<file path="src/rtl/clock_mode_pkg.sv">
// Shared constants and helpers for the digital clock mode controller.
package clock_mode_pkg;

    // Operating mode indices decoded by the time-keeping, time-set and alarm logic
    localparam int MODE_RUN        = 0;
    localparam int MODE_SET_TIME   = 1;
    localparam int MODE_SHOW_ALARM = 2;
    localparam int MODE_SET_ALARM  = 3;

    // 20 ms of key stability at a 50 MHz system clock
    localparam int DEFAULT_DEBOUNCE_CYC = 1_000_000;

    // One-hot vector with only bit idx set; callers cast it down to their mode count
    function automatic logic [31:0] mode_onehot(input logic [31:0] idx);
        return 32'd1 << idx;
    endfunction

endpackage

</file>
<file path="src/rtl/key_debounce.sv">
// Raw push-button conditioning: 2-FF synchroniser, debounce counter and a
// single-cycle press pulse on each accepted 0->1 change of the key level.
module key_debounce
    import clock_mode_pkg::*;
#(
    parameter int DEBOUNCE_CYC = DEFAULT_DEBOUNCE_CYC
) (
    input  logic clk,
    input  logic rst_n,
    input  logic key_raw,
    output logic key_press
);

    localparam int CNT_W = $clog2(DEBOUNCE_CYC + 1);
    localparam logic [CNT_W-1:0] CNT_LAST = CNT_W'(DEBOUNCE_CYC - 1);

    logic             sync1_r;
    logic             sync2_r;
    logic             level_r;
    logic             press_r;
    logic [CNT_W-1:0] cnt_r;

    // Bring the asynchronous key into the clock domain
    always_ff @(posedge clk or negedge rst_n) begin
        if (!rst_n) begin
            sync1_r <= 1'b0;
            sync2_r <= 1'b0;
        end else begin
            sync1_r <= key_raw;
            sync2_r <= sync1_r;
        end
    end

    // Accept a new level only after DEBOUNCE_CYC consecutive mismatching cycles
    always_ff @(posedge clk or negedge rst_n) begin
        if (!rst_n) begin
            level_r <= 1'b0;
            press_r <= 1'b0;
            cnt_r   <= {CNT_W{1'b0}};
        end else if (sync2_r != level_r) begin
            if (cnt_r == CNT_LAST) begin
                level_r <= sync2_r;
                press_r <= sync2_r;
                cnt_r   <= {CNT_W{1'b0}};
            end else begin
                press_r <= 1'b0;
                cnt_r   <= cnt_r + CNT_W'(1);
            end
        end else begin
            press_r <= 1'b0;
            cnt_r   <= {CNT_W{1'b0}};
        end
    end

    assign key_press = press_r;

endmodule

</file>
<file path="src/rtl/clock_mode_ctrl.sv">
// Digital clock mode controller: steps through NUM_MODES modes on the "next"
// key, returns to mode 0 on the "exit" key and, when built with the
// MODE_TIMEOUT_EN macro, falls back to mode 0 after TIMEOUT_SEC seconds
// without key activity. Without the macro tick_1hz is ignored.
module clock_mode_ctrl
    import clock_mode_pkg::*;
#(
    parameter int NUM_MODES    = 4,
    parameter int MODE_W       = $clog2(NUM_MODES),
    parameter int DEBOUNCE_CYC = DEFAULT_DEBOUNCE_CYC,
    parameter int TIMEOUT_SEC  = 30
) (
    input  logic                 clk_50M,
    input  logic                 rst_n,
    input  logic                 key_next,
    input  logic                 key_exit,
    input  logic                 tick_1hz,
    output logic [MODE_W-1:0]    state_mode,
    output logic [NUM_MODES-1:0] led_mode,
    output logic                 mode_changed
);

    localparam logic [MODE_W-1:0] MODE_ZERO = MODE_W'(MODE_RUN);
    localparam logic [MODE_W-1:0] MODE_LAST = MODE_W'(NUM_MODES - 1);

    logic                 next_press_s;
    logic                 exit_press_s;
    logic                 timeout_s;
    logic [MODE_W-1:0]    mode_next_s;
    logic [MODE_W-1:0]    mode_r;
    logic [NUM_MODES-1:0] led_r;
    logic                 changed_r;

    key_debounce #(
        .DEBOUNCE_CYC (DEBOUNCE_CYC)
    ) u_key_next (
        .clk       (clk_50M),
        .rst_n     (rst_n),
        .key_raw   (key_next),
        .key_press (next_press_s)
    );

    key_debounce #(
        .DEBOUNCE_CYC (DEBOUNCE_CYC)
    ) u_key_exit (
        .clk       (clk_50M),
        .rst_n     (rst_n),
        .key_raw   (key_exit),
        .key_press (exit_press_s)
    );

    // Next mode: exit beats next, next beats the inactivity timeout
    always_comb begin
        mode_next_s = mode_r;
        if (exit_press_s) begin
            mode_next_s = MODE_ZERO;
        end else if (next_press_s) begin
            if (mode_r == MODE_LAST) begin
                mode_next_s = MODE_ZERO;
            end else begin
                mode_next_s = mode_r + MODE_W'(1);
            end
        end else if (timeout_s) begin
            mode_next_s = MODE_ZERO;
        end else begin
            mode_next_s = mode_r;
        end
    end

    // Mode index, LEDs and change strobe all load from the same next-state value
    always_ff @(posedge clk_50M or negedge rst_n) begin
        if (!rst_n) begin
            mode_r    <= MODE_ZERO;
            led_r     <= {{(NUM_MODES-1){1'b0}}, 1'b1};
            changed_r <= 1'b0;
        end else begin
            mode_r    <= mode_next_s;
            led_r     <= NUM_MODES'(mode_onehot(32'(mode_next_s)));
            changed_r <= (mode_next_s != mode_r);
        end
    end

`ifdef MODE_TIMEOUT_EN
    localparam int TMR_W = $clog2(TIMEOUT_SEC + 1);
    localparam logic [TMR_W-1:0] TMR_LAST = TMR_W'(TIMEOUT_SEC - 1);

    logic [TMR_W-1:0] timer_r;

    // Timeout fires on the tick that would bring the count to TIMEOUT_SEC
    assign timeout_s = tick_1hz && (mode_r != MODE_ZERO) && (timer_r == TMR_LAST);

    // Seconds of inactivity outside mode 0; any press or mode change restarts it
    always_ff @(posedge clk_50M or negedge rst_n) begin
        if (!rst_n) begin
            timer_r <= {TMR_W{1'b0}};
        end else if (next_press_s || exit_press_s || (mode_r == MODE_ZERO) ||
                     (mode_next_s != mode_r)) begin
            timer_r <= {TMR_W{1'b0}};
        end else if (tick_1hz) begin
            timer_r <= timer_r + TMR_W'(1);
        end else begin
            timer_r <= timer_r;
        end
    end
`else
    // No auto-return in this build; the tick is deliberately discarded
    assign timeout_s = tick_1hz & 1'b0;
`endif

    assign state_mode   = mode_r;
    assign led_mode     = led_r;
    assign mode_changed = changed_r;

endmodule

</file>
<file path="config.mk">
export PLATFORM = sky130hd
export DESIGN_NAME = clock_mode_ctrl
export DESIGN_NICKNAME = d
export VERILOG_FILES = /design/src/rtl/clock_mode_pkg.sv /design/src/rtl/key_debounce.sv /design/src/rtl/clock_mode_ctrl.sv
export SDC_FILE = /design/constraint.sdc
export NUM_CORES = 1
export LEC_CHECK = 0
export CORE_MARGIN = 3
export CORE_UTILIZATION = 59
export CTS_CLUSTER_SIZE = 25
export DETAILED_ROUTE_END_ITERATION = 10
export PLACE_DENSITY_LB_ADDON = 0.2
export SLEW_MARGIN = 30
export SYNTH_ARGS = -nofsm -noshare
export SYNTH_HDL_FRONTEND = slang
export SYNTH_SLANG_ARGS = --single-unit
</file>
<file path="constraint.sdc">
create_clock -name clk_50M -period 2.6 [get_ports clk_50M]
set_clock_uncertainty 0.2 [all_clocks]
set_input_delay 0.26 -clock clk_50M [delete_from_list [all_inputs] [get_ports clk_50M]]
set_output_delay 0.26 -clock clk_50M [all_outputs]
set_load 0.1 [all_outputs]
</file>
### Yosys cells after proc, flatten, opt, wreduce, memory -nomap -nowiden

Index checks and enable logic that the tools add are counted.

| word-level totals | value |
|---|---|
| bits in registers | 55 |
| input port bits | 5 |
| output and inout bits | 7 |
| logic and storage cells | 36 |

| operators by class | value |
|---|---|
| $add $sub $neg | 3 |
| equal/unequal tests | 6 |
| shift-type cells | 1 |
| muxes and demuxes | 11 |
| reduce and logical (&&, ||, !) cells | 2 |

Operator list:

| operator | number |
|---|---|
| 20-bit 2-to-1 mux | 4 |
| 20-bit by 1-bit adder with 20-bit output (second input constant) | 2 |
| 20-bit == test (second input constant) | 2 |
| 2-bit 2-to-1 mux | 3 |
| 1-bit 2-to-1 mux | 4 |
| 2-bit AND reduction | 2 |
| 1-bit by 2-bit left shift with 4-bit output (first input constant) | 1 |
| 2-bit by 1-bit adder with 2-bit output (second input constant) | 1 |
| 2-bit == test (second input constant) | 1 |
| 1-bit inequality test | 2 |
| 2-bit inequality test | 1 |

### Depth between registers and ports, before layout

Gate-level depths: netlist of the first run.

| logic depth | value |
|---|---|
| depth in word-level cells | 5 |
| depth in mapped cells | 6 |

### By module

From an unflattened synthesis of the first run, not the netlist that was laid out.

| unflattened totals | value |
|---|---|
| cells, all modules | 245 |
| area total of the unflattened synthesis | 2,692.6 um^2 |

Modules (own cells, without submodules):

| module | times used | cells an instance | area an instance (um^2) | seq. area each (um^2) |
|---|---|---|---|---|
| key_debounce | 2 | 107 | 1,184.9 | 600.6 |
| clock_mode_ctrl | 1 | 31 | 322.8 | 176.4 |

### Worst setup path before layout of the first run

OpenSTA, ideal clock, no wires.

| timing path | value |
|---|---|
| path type | flip-flop to flip-flop |
| start | register mode_r[1], in the netlist state_mode[1] |
| end | register changed_r, in the netlist mode_changed |
| setup time | 67 ps |
| arrival time | 1,828 ps |
| data required time | 2,333 ps |
| slack | 505 ps |
| cell stages (with the launch flop) | 6 |
| path buffers | 0 |
| path through | dfrtp_1 -> ha_1 -> nand3b_1 -> o21ai_0 -> a21oi_1 -> o22a_1 |

| between the ends | value |
|---|---|
| cells in the longest elaborated chain, start to end | 5 |

Ends and longest elaborated chain:

| item | RTL line | text |
|---|---|---|
| start, declared | clock_mode_ctrl.sv:30 | `logic [MODE_W-1:0] mode_r;` |
| start signal, assigned | clock_mode_ctrl.sv:77 | `mode_r <= mode_next_s;` |
| 2-bit by 1-bit adder with 2-bit output / 2-bit == test (equally long branches) | clock_mode_ctrl.sv:61, clock_mode_ctrl.sv:58 |  |
| 2-bit 2-to-1 mux | clock_mode_ctrl.sv:58 | `if (mode_r == MODE_LAST) begin` |
| 2-bit 2-to-1 mux | clock_mode_ctrl.sv:57 | `end else if (next_press_s) begin` |
| 2-bit 2-to-1 mux | clock_mode_ctrl.sv:55 | `if (exit_press_s) begin` |
| 2-bit inequality test * | clock_mode_ctrl.sv:79 | `changed_r <= (mode_next_s != mode_r);` |
| end signal, assigned | clock_mode_ctrl.sv:79 |  |
| end, declared | clock_mode_ctrl.sv:32 | `logic changed_r;` |

Mark *: on every way between the ends. The rest lies on a longest branch, timed or not.
A chain may end at the register's enable or synchronous reset.

### Worst setup path in the final report of the first run

| timing path | value |
|---|---|
| start | register u_key_next.cnt_r[0] |
| end | register u_key_next.cnt_r[18] |

| between the ends | value |
|---|---|
| cells in the longest elaborated chain, start to end | 3 |

Ends and longest elaborated chain:

| item | RTL line | text |
|---|---|---|
| start, declared | key_debounce.sv:21 | `logic [CNT_W-1:0] cnt_r;` |
| start signal, assigned | key_debounce.sv:39 | `cnt_r <= {CNT_W{1'b0}};` |
| start signal, assigned | key_debounce.sv:44 | `cnt_r <= {CNT_W{1'b0}};` |
| start signal, assigned | key_debounce.sv:47 | `cnt_r <= cnt_r + CNT_W'(1);` |
| 20-bit by 1-bit adder with 20-bit output / 20-bit == test (equally long branches) | key_debounce.sv:47, key_debounce.sv:41 |  |
| 20-bit 2-to-1 mux * | key_debounce.sv:41 | `if (cnt_r == CNT_LAST) begin` |
| 20-bit 2-to-1 mux * | key_debounce.sv:40 | `end else if (sync2_r != level_r) begin` |

Marked as above.

==> results of run 1 <==
registers in the layout (all words and copies together) (netlist names):
name                  flops
led_mode                  4
mode_changed              1
state_mode                2
u_key_exit.cnt_r         20
u_key_exit.key_press      1
u_key_exit.level_r        1
u_key_exit.sync1_r        1
u_key_exit.sync2_r        1
u_key_next.cnt_r         20
u_key_next.key_press      1
u_key_next.level_r        1
u_key_next.sync1_r        1
u_key_next.sync2_r        1
layout by cell type, fill, tap and decap left out, drive strengths merged, types with 3 or more instances in the layout:
master,n
ha,3
a21oi,6
nand2,9
mux2i,3
nor4,12
buf,13
nor4b,3
or3,3
nor2,44
clkbuf,6
xor2,7
nand4,11
inv,12
o21ai,5
dfrtp,54
nor3,11
nand3,12
xnor2,25
routing by layer:
layer | wire [um] | global-route usage | vias up
li1 | - | - | 887
met2 | 2110 | 0.319 | 23
met1 | 2000 | 0.252 | 854
met3 | 134 | 0.0457 | 4
met4 | 40 | 0.0501 | 0
met5 | 0 | 0 | -
power by group:
part | internal (mW) | switching (mW) | total (mW)
clock | 0.312 | 0.250 | 0.562
sequential | 0.865 | 0.00941 | 0.875
combinational | 0.0196 | 0.0338 | 0.0534
stage by stage:
step | hold slack [ns] | power [mW]
after global placement | 0.114 | 0.944
after floorplan | -0.236 | 0.913
after global routing | 0.172 | 1.55
after detailed placement | 0.108 | 0.946
after CTS | 0.166 | 1.51
final | 0.162 | 1.49
critical path: stages, from the launching register on:
cell	delay (ns)
dfrtp_1	0.39
ha_1	0.24
nand4_1	0.25
nor4_2	0.48
mux2i_1	0.17
nor4b_1	0.30
cell families (layout without fill, tap and decap cells):
family | count (synthesis) | count (layout) | synth area share
muxes | 5 | 5 | 0.0204
adders and majority gates | 3 | 3 | 0.0146
DFF | 55 | 55 | 0.536
buffers and inverters | 15 | 36 | 0.0233
and+or+nand+nor | 119 | 119 | 0.254
xor gates and xnor gates | 32 | 32 | 0.109
AOI/OAI and AO/OA | 16 | 16 | 0.0428
path summary, 6_finish.rpt:
kind	end	slack [ns]	cells past startpoint
min in group asynchronous	u_key_next.cnt_r[8]	0.30	2
hold / removal	u_key_exit.sync2_r	0.16	0
setup / recovery	u_key_next.cnt_r[18]	0.47	5
hold reg to reg	u_key_exit.sync2_r	0.16	0
setup reg to reg	u_key_next.cnt_r[18]	0.47	5
max in group asynchronous	led_mode[0]	1.27	3
cell type report:
class | instances | area [um^2]
sequential | 55 | 1380
inverter | 12 | 45.0
tap | 50 | 62.6
clock inverter | 2 | 35.0
timing repair buffer | 16 | 138
clock buffer | 6 | 82.6
multi-input combinational | 175 | 1130
fill | 314 | 1240
==> out/qor.yml, run 1 <==
drc: 0
drive_gt1_frac: 0.117
drv_slew: 0
synth_warnings: 0
finalCritPeriodShare: 0.818
final_cells: 316
antennaDiodeCount: 0
wl_per_cell_um: 13.6
ys_seq_area_frac: 0.536
die_w_um: 72.0
grt_max_degree: 29
r2r_start: "u_key_next.cnt_r[0]"
period_minus_slack_ns: 2.13
holdCritStartpoint: "u_key_exit.sync1_r"
postCtsSetupBuffers: 0
yosys-top-cells-area: "dfrtp_1 (53%), xnor2_1 (8.5%), nor2_1 (6.4%)"
cts_tree: "done"
io_pins: 12
insertion_delay_ns: 0.30
path_clk_slew_ns: 0.09
routabilityCongestion: 0.818
dp.cells: 307
firstDrtPassIters: 4
synth_most_common_cell: "dfrtp_1"
power.density_mw_per_mm2: 518
grt_use_total: 0.191
synth_seq_cells: 55
syn_nets: 253
place_hpwl_um: 3040
grt_pass1_wl_um: 7890
synth_edf_count: 0
min_path_type: "flip-flop to flip-flop"
cts_inserted_buffers: 5
criticalPathCategory: "flip-flop to flip-flop"
port_buffers: 10
core_mm2: 0.00412
post-route-util: 0.699
start_util: 0.625
synth.top_cell.area_share: 0.525
fp.dieH_um: 72.0
irDropWorstVdd_mv: 0.287
dpl_cell_area_mm2: 0.00275
cp-start-kind: "flip-flop"
num_vias: 1768
setup_slack_ns: 0.474
synth.distinct_cells: 40
layout.nets: 273
routed_via_density: 5.59
crit_fanout: 5
status: "complete, no violations"
grt_pass1_vias: 1795
dpl_worst_slack_ns: 0.473
worstPathArrival_ns: 2.12
maxCapViolCount: 0
async_flop_share: 1.00
cts_max_path_buffers: 2
p_leak_nw: 1.20
synth.avg_cell_area_um2: 10.5
finalSetupTns_ns: 0
cts_resized: 0
clock-sinks: 55
fmax_mhz: 470
startpoint: "u_key_next.cnt_r[0]"
drt_wl_total_um: 4290
antenna_found_initial: 0
yosys.area.top_type: "dfrtp_1"
die-area_mm2: 0.00519
cp-end-kind: "flip-flop"
syn_area_mm2: 0.00257
worstPathRequired_ns: 2.59
drt_iter0_drc: 163
netlist_top_cells_count: "dfrtp_1 (54), nor2_1 (44), xnor2_1 (25)"
overflow: 0
hold_buffers: 1
grt_setup_unrepaired: "false"
synth_top_flop_cell: "dfrtp_1"
synthCells: 245
max_slew.worst_pin.slew_ns: 0.633
ant_nets: 0
finalHoldViolations: 0
num_rows: 23
stdcell_area_mm2: 0.00288
root_buffer: "clkbuf_8"
htreeDepth: 2
synthToLayoutAreaGrowth_pct: 11.8
slew_headroom: 0.574
setup_viol: 0
(Power assumes the default switching activity.)
==> run 2: changes to the inputs <==
Clock period 2.6 ns to 2.2 ns, I/O delays scaled along.
==> run 2 against run 1 <==
Net effect:
- fmax increased by 6.8%
- worst hold slack worse by 0.022 ns
- global-route usage down 0.44 points
- combinational power rose by 20%
- critical path type unchanged
- critical endpoint is now u_key_next.cnt_r[17]
- highest routed layer unchanged
==> out/qor.yml, run 2 (synthesized netlist as in run 1, its figures left out) <==
fmax_mhz: 502
port_buffers: 10
grt_max_degree: 34
ant_nets: 0
crit_fanout: 6
criticalPathCategory: "flip-flop to flip-flop"
htreeDepth: 2
root_buffer: "clkbuf_8"
io_pins: 12
drt_iter0_drc: 96
start_util: 0.625
worstPathArrival_ns: 2.04
routed_via_density: 5.48
grt_pass1_wl_um: 7650
ff2ff_path_depth: 4
antenna_found_initial: 0
cp-end-kind: "flip-flop"
p_leak_nw: 1.21
crit_path_max_incr_delay_ns: 0.58
die-area_mm2: 0.00519
finalHoldViolations: 0
layout.nets: 280
slew_headroom: 0.639
power.density_mw_per_mm2: 571
whs_ns: 0.140
cts_max_path_buffers: 2
routabilityCongestion: 0.808
setup_slack_ns: 0.210
r2r_slack_ns: 0.21
max_slew.worst_pin.slew_ns: 0.541
grt_use_total: 0.187
clock-sinks: 55
final_cell_mix: "dfrtp_1 (54), nor2_1 (44), xnor2_1 (25), buf_4 (18)"
dpl_worst_slack_ns: 0.231
synthToLayoutAreaGrowth_pct: 12.8
grt_setup_unrepaired: "false"
r2r_start: "u_key_next.cnt_r[8]"
fp.dieH_um: 72.0
drv_slew: 0
setup_viol: 0
min_to: "u_key_next.sync1_r"
cp_cell_sequence: "nand4_4 > or4_4 > or3_1 > a21oi_1"
num_vias: 1769
path_clk_slew_ns: 0.10
drc: 0
num_rows: 23
overflow: 0
antennaDiodeCount: 0
wl_per_cell_um: 12.8
min_path_type: "input port to flip-flop"
cts_resized: 0
final_common_cell: "dfrtp_1"
grt_pass1_vias: 1749
drive_gt1_frac: 0.139
place_hpwl_um: 2920
cp-start-kind: "flip-flop"
period_minus_slack_ns: 1.99
cts_inserted_buffers: 5
hold_depth: 1
status: "complete, no violations"
firstDrtPassIters: 4
insertion_delay_ns: 0.31
reg2reg_to: "u_key_next.cnt_r[17]"
crit_path_top_delay_cell: "or4_4"
holdCritStartpoint: "key_next"
die_w_um: 72.0
maxCapViolCount: 0
core_mm2: 0.00412
finalSetupTns_ns: 0
worstPathRequired_ns: 2.25
drt_wl_total_um: 4120
finalCritPeriodShare: 0.905
irDropWorstVdd_mv: 0.511
cts_tree: "done"
==> run 2: changes by cell type in the layout (fill, tap and decap cells not counted) <==
cell        change
clkinv_2        -1
buf_4           +7
inv_6           +1
clkbuf_8        -1
bufinv_16       -1
clkinvlp_4      +2
==> run 2: per-stage QoR <==
step / cells / area, um^2 / utilization / power, mW
after CTS: 323 / 2900 / 0.705 / 1.68
after detailed placement: 314 / 2800 / 0.680 / 1.12
final: 323 / 2900 / 0.705 / 1.66
after global placement: 314 / 2800 / 0.680 / 1.12
after floorplan: 245 / 2570 / - / 1.08
after global routing: 323 / 2900 / 0.705 / 1.73
==> run 2: worst max-delay path: cells and delay by family, from the launching register on <==
family | cells | cell delay, ns
compound gates | 1 | 0.14
simple gates | 3 | 1.08
flops | 1 | 0.49
==> run 2: what timing repair did <==
item,4_1_cts,5_1_grt
hold buffers,1,0
buffers inserted,0,0
setup endpoints to repair,0,0
endpoints found under the hold margin,22,0
==> run 2: report_power, final <==
part | total (mW) | internal, mW | switching [mW]
sequential | 1.03 | 1.02 | 0.0110
combinational | 0.0639 | 0.0242 | 0.0397
clock | 0.561 | 0.228 | 0.333
==> run 2: final cells by class <==
class	count	area [um^2]
clock buffer	5	68.8
clock inverter	3	23.8
fill	315	1210
inverter	12	45.0
multi-input combinational	175	1130
sequential	55	1380
tap	50	62.6
timing repair buffer	23	190
==> run 2: worst max path at each step <==
stage                              start              endpoint
detailed placement   u_key_next.cnt_r[0]    u_key_next.level_r
global route        u_key_exit.cnt_r[11]  u_key_exit.cnt_r[19]
global placement     u_key_next.cnt_r[0]    u_key_next.level_r
floorplan                  state_mode[1]          mode_changed
finish               u_key_next.cnt_r[8]  u_key_next.cnt_r[17]
CTS                  u_key_next.cnt_r[8]  u_key_next.cnt_r[19]
==> run 2: layer usage <==
layer,vias up,share of wire,GRT usage
li1,901,-,-
met1,843,0.51,0.259
met2,18,0.45,0.290
met3,7,0.023,0.0332
met4,0,0.019,0.0835
met5,-,0,0
==> run 3: changes to the inputs <==
Settings changed: SETUP_SLACK_MARGIN from default to 0.3.
==> run 3 against run 2 <==
Net effect:
- register-to-register slack got worse by 0.02 ns
- flip-flop and latch count unchanged
- wire length up 49%
- clock power up 7.1%
- power increased by 4.0%
- design area is 15% higher
- critical path depth up 2
- non-clock buffer count is 32 higher
- sequential power about the same
- final cell count is 9.9% higher
- die area unchanged
- first-iteration DRC count grew 110%
- critical endpoint is now u_key_next.cnt_r[3]
==> out/qor.yml, run 3 (synthesized netlist as in run 1, its figures left out) <==
p_leak_nw: 1.41
overflow: 0
worstPathRequired_ns: 2.22
setup_slack_ns: 0.190
insertion_delay_ns: 0.32
routed_via_density: 5.84
ant_nets: 0
setup_viol: 0
path_clk_slew_ns: 0.11
period_minus_slack_ns: 2.01
max_slew.worst_pin.slew_ns: 0.396
post-route-util: 0.808
criticalPathCategory: "flip-flop to flip-flop"
min_path_type: "input port to flip-flop"
synthToLayoutAreaGrowth_pct: 29.3
clock-sinks: 55
layout.nets: 312
grt_setup_unrepaired: "true"
fmax_mhz: 497
place_hpwl_um: 3170
crit_fanout: 6
final_cell_mix: "buf_4 (46), dfrtp_1 (42), nor2_1 (35), xnor2_1 (25)"
cp-start-kind: "flip-flop"
routabilityCongestion: 0.848
grt_max_degree: 31
final_common_cell: "buf_4"
cp-end-kind: "flip-flop"
die-area_mm2: 0.00519
cts_tree: "done"
io_pins: 12
grt_pass1_wl_um: 9360
grt_use_total: 0.229
status: "complete, no violations"
drt_wl_total_um: 6150
drt_iter0_drc: 198
final_cells: 355
irDropWorstVdd_mv: 0.563
die_w_um: 72.0
drc: 0
htreeDepth: 2
antennaDiodeCount: 0
antenna_found_initial: 0
wl_per_cell_um: 17.3
fillCellCount: 231
root_buffer: "clkbuf_8"
port_buffers: 10
slew_headroom: 0.734
num_rows: 23
grt_pass1_vias: 2012
power.density_mw_per_mm2: 518
cts_max_path_buffers: 2
finalHoldViolations: 0
finalCritPeriodShare: 0.914
worstPathArrival_ns: 2.03
start_util: 0.625
fp.dieH_um: 72.0
finalSetupTns_ns: 0
drv_slew: 0
drive_gt1_frac: 0.357
cts_inserted_buffers: 5
whs_ns: 0.129
firstDrtPassIters: 4
maxCapViolCount: 0
dpl_worst_slack_ns: 0.196
core_mm2: 0.00412
dp.cells: 314
num_vias: 2072
[run 3: cell types whose count changed in the layout (fill, tap and decap cells not counted), moves of 5 or more]
cell,delta
buf_6,+5
nor2_2,+9
nor2_1,-9
dfrtp_2,+12
buf_4,+28
dfrtp_1,-12
[run 3: timing repair]
action                                 CTS  global route
cloned                                   1             2
buffers inserted                        19            10
hold buffers                             1             0
endpoints found under the hold margin   54             0
pin swaps                                5            15
gates resized for setup                 16            35
setup endpoints to repair               25            43
[run 3: path summary, 6_finish.rpt]
path                                           start                    to  slack (ns)  cells past startpoint
worst max-delay path            u_key_next.cnt_r[13]   u_key_next.cnt_r[3]        0.19                      6
worst min-delay path                        key_exit    u_key_exit.sync1_r        0.13                      1
worst max register to register  u_key_next.cnt_r[13]   u_key_next.cnt_r[3]        0.19                      6
worst min register to register    u_key_next.sync1_r    u_key_next.sync2_r        0.16                      0
max in group asynchronous                      rst_n           led_mode[0]        1.25                      3
min in group asynchronous                      rst_n  u_key_next.cnt_r[14]        0.21                      3
[run 3: through the flow]
stage	total power, mW	cell area, um^2
after floorplan	1.08	2580
after global placement	1.12	2790
after CTS	1.71	3100
final	1.72	3330
after detailed placement	1.12	2790
after global routing	1.78	3330
[run 3: layout make-up]
cell class,instances,area (um^2),share of cell area
Timing Repair Buffer,55,437,0.131
Inverter,12,45.0,0.0135
Tap cell,50,62.6,0.0188
Clock inverter,3,27.5,0.00827
Clock buffer,5,68.8,0.0207
Multi-Input combinational cell,175,1290,0.389
Sequential cell,55,1390,0.419
[run 3: layer usage]
| metal | routed length [um] | track usage | up-vias |
|---|---|---|---|
| met5 | 0 | 0 | - |
| met1 | 2520 | 0.293 | 1017 |
| li1 | - | - | 971 |
| met4 | 156 | 0.0877 | 0 |
| met2 | 3210 | 0.383 | 67 |
| met3 | 259 | 0.0499 | 17 |
[run 3: worst max-delay path, cell delays in order (launching register included)]
cell and delay [ns]:
dfrtp_1 0.42, buf_4 0.16, nor4_2 0.28, nand2_1 0.21, o31ai_4 0.39, buf_6 0.19
nor2_1 0.05
[run 3: report_power, final]
group	internal, mW	leakage [nW]	switching, mW
Combinational	0.0366	0.631	0.0498
Clock	0.237	0.0467	0.364
Sequential	1.02	0.731	0.0146
Total	1.30	1.41	0.428
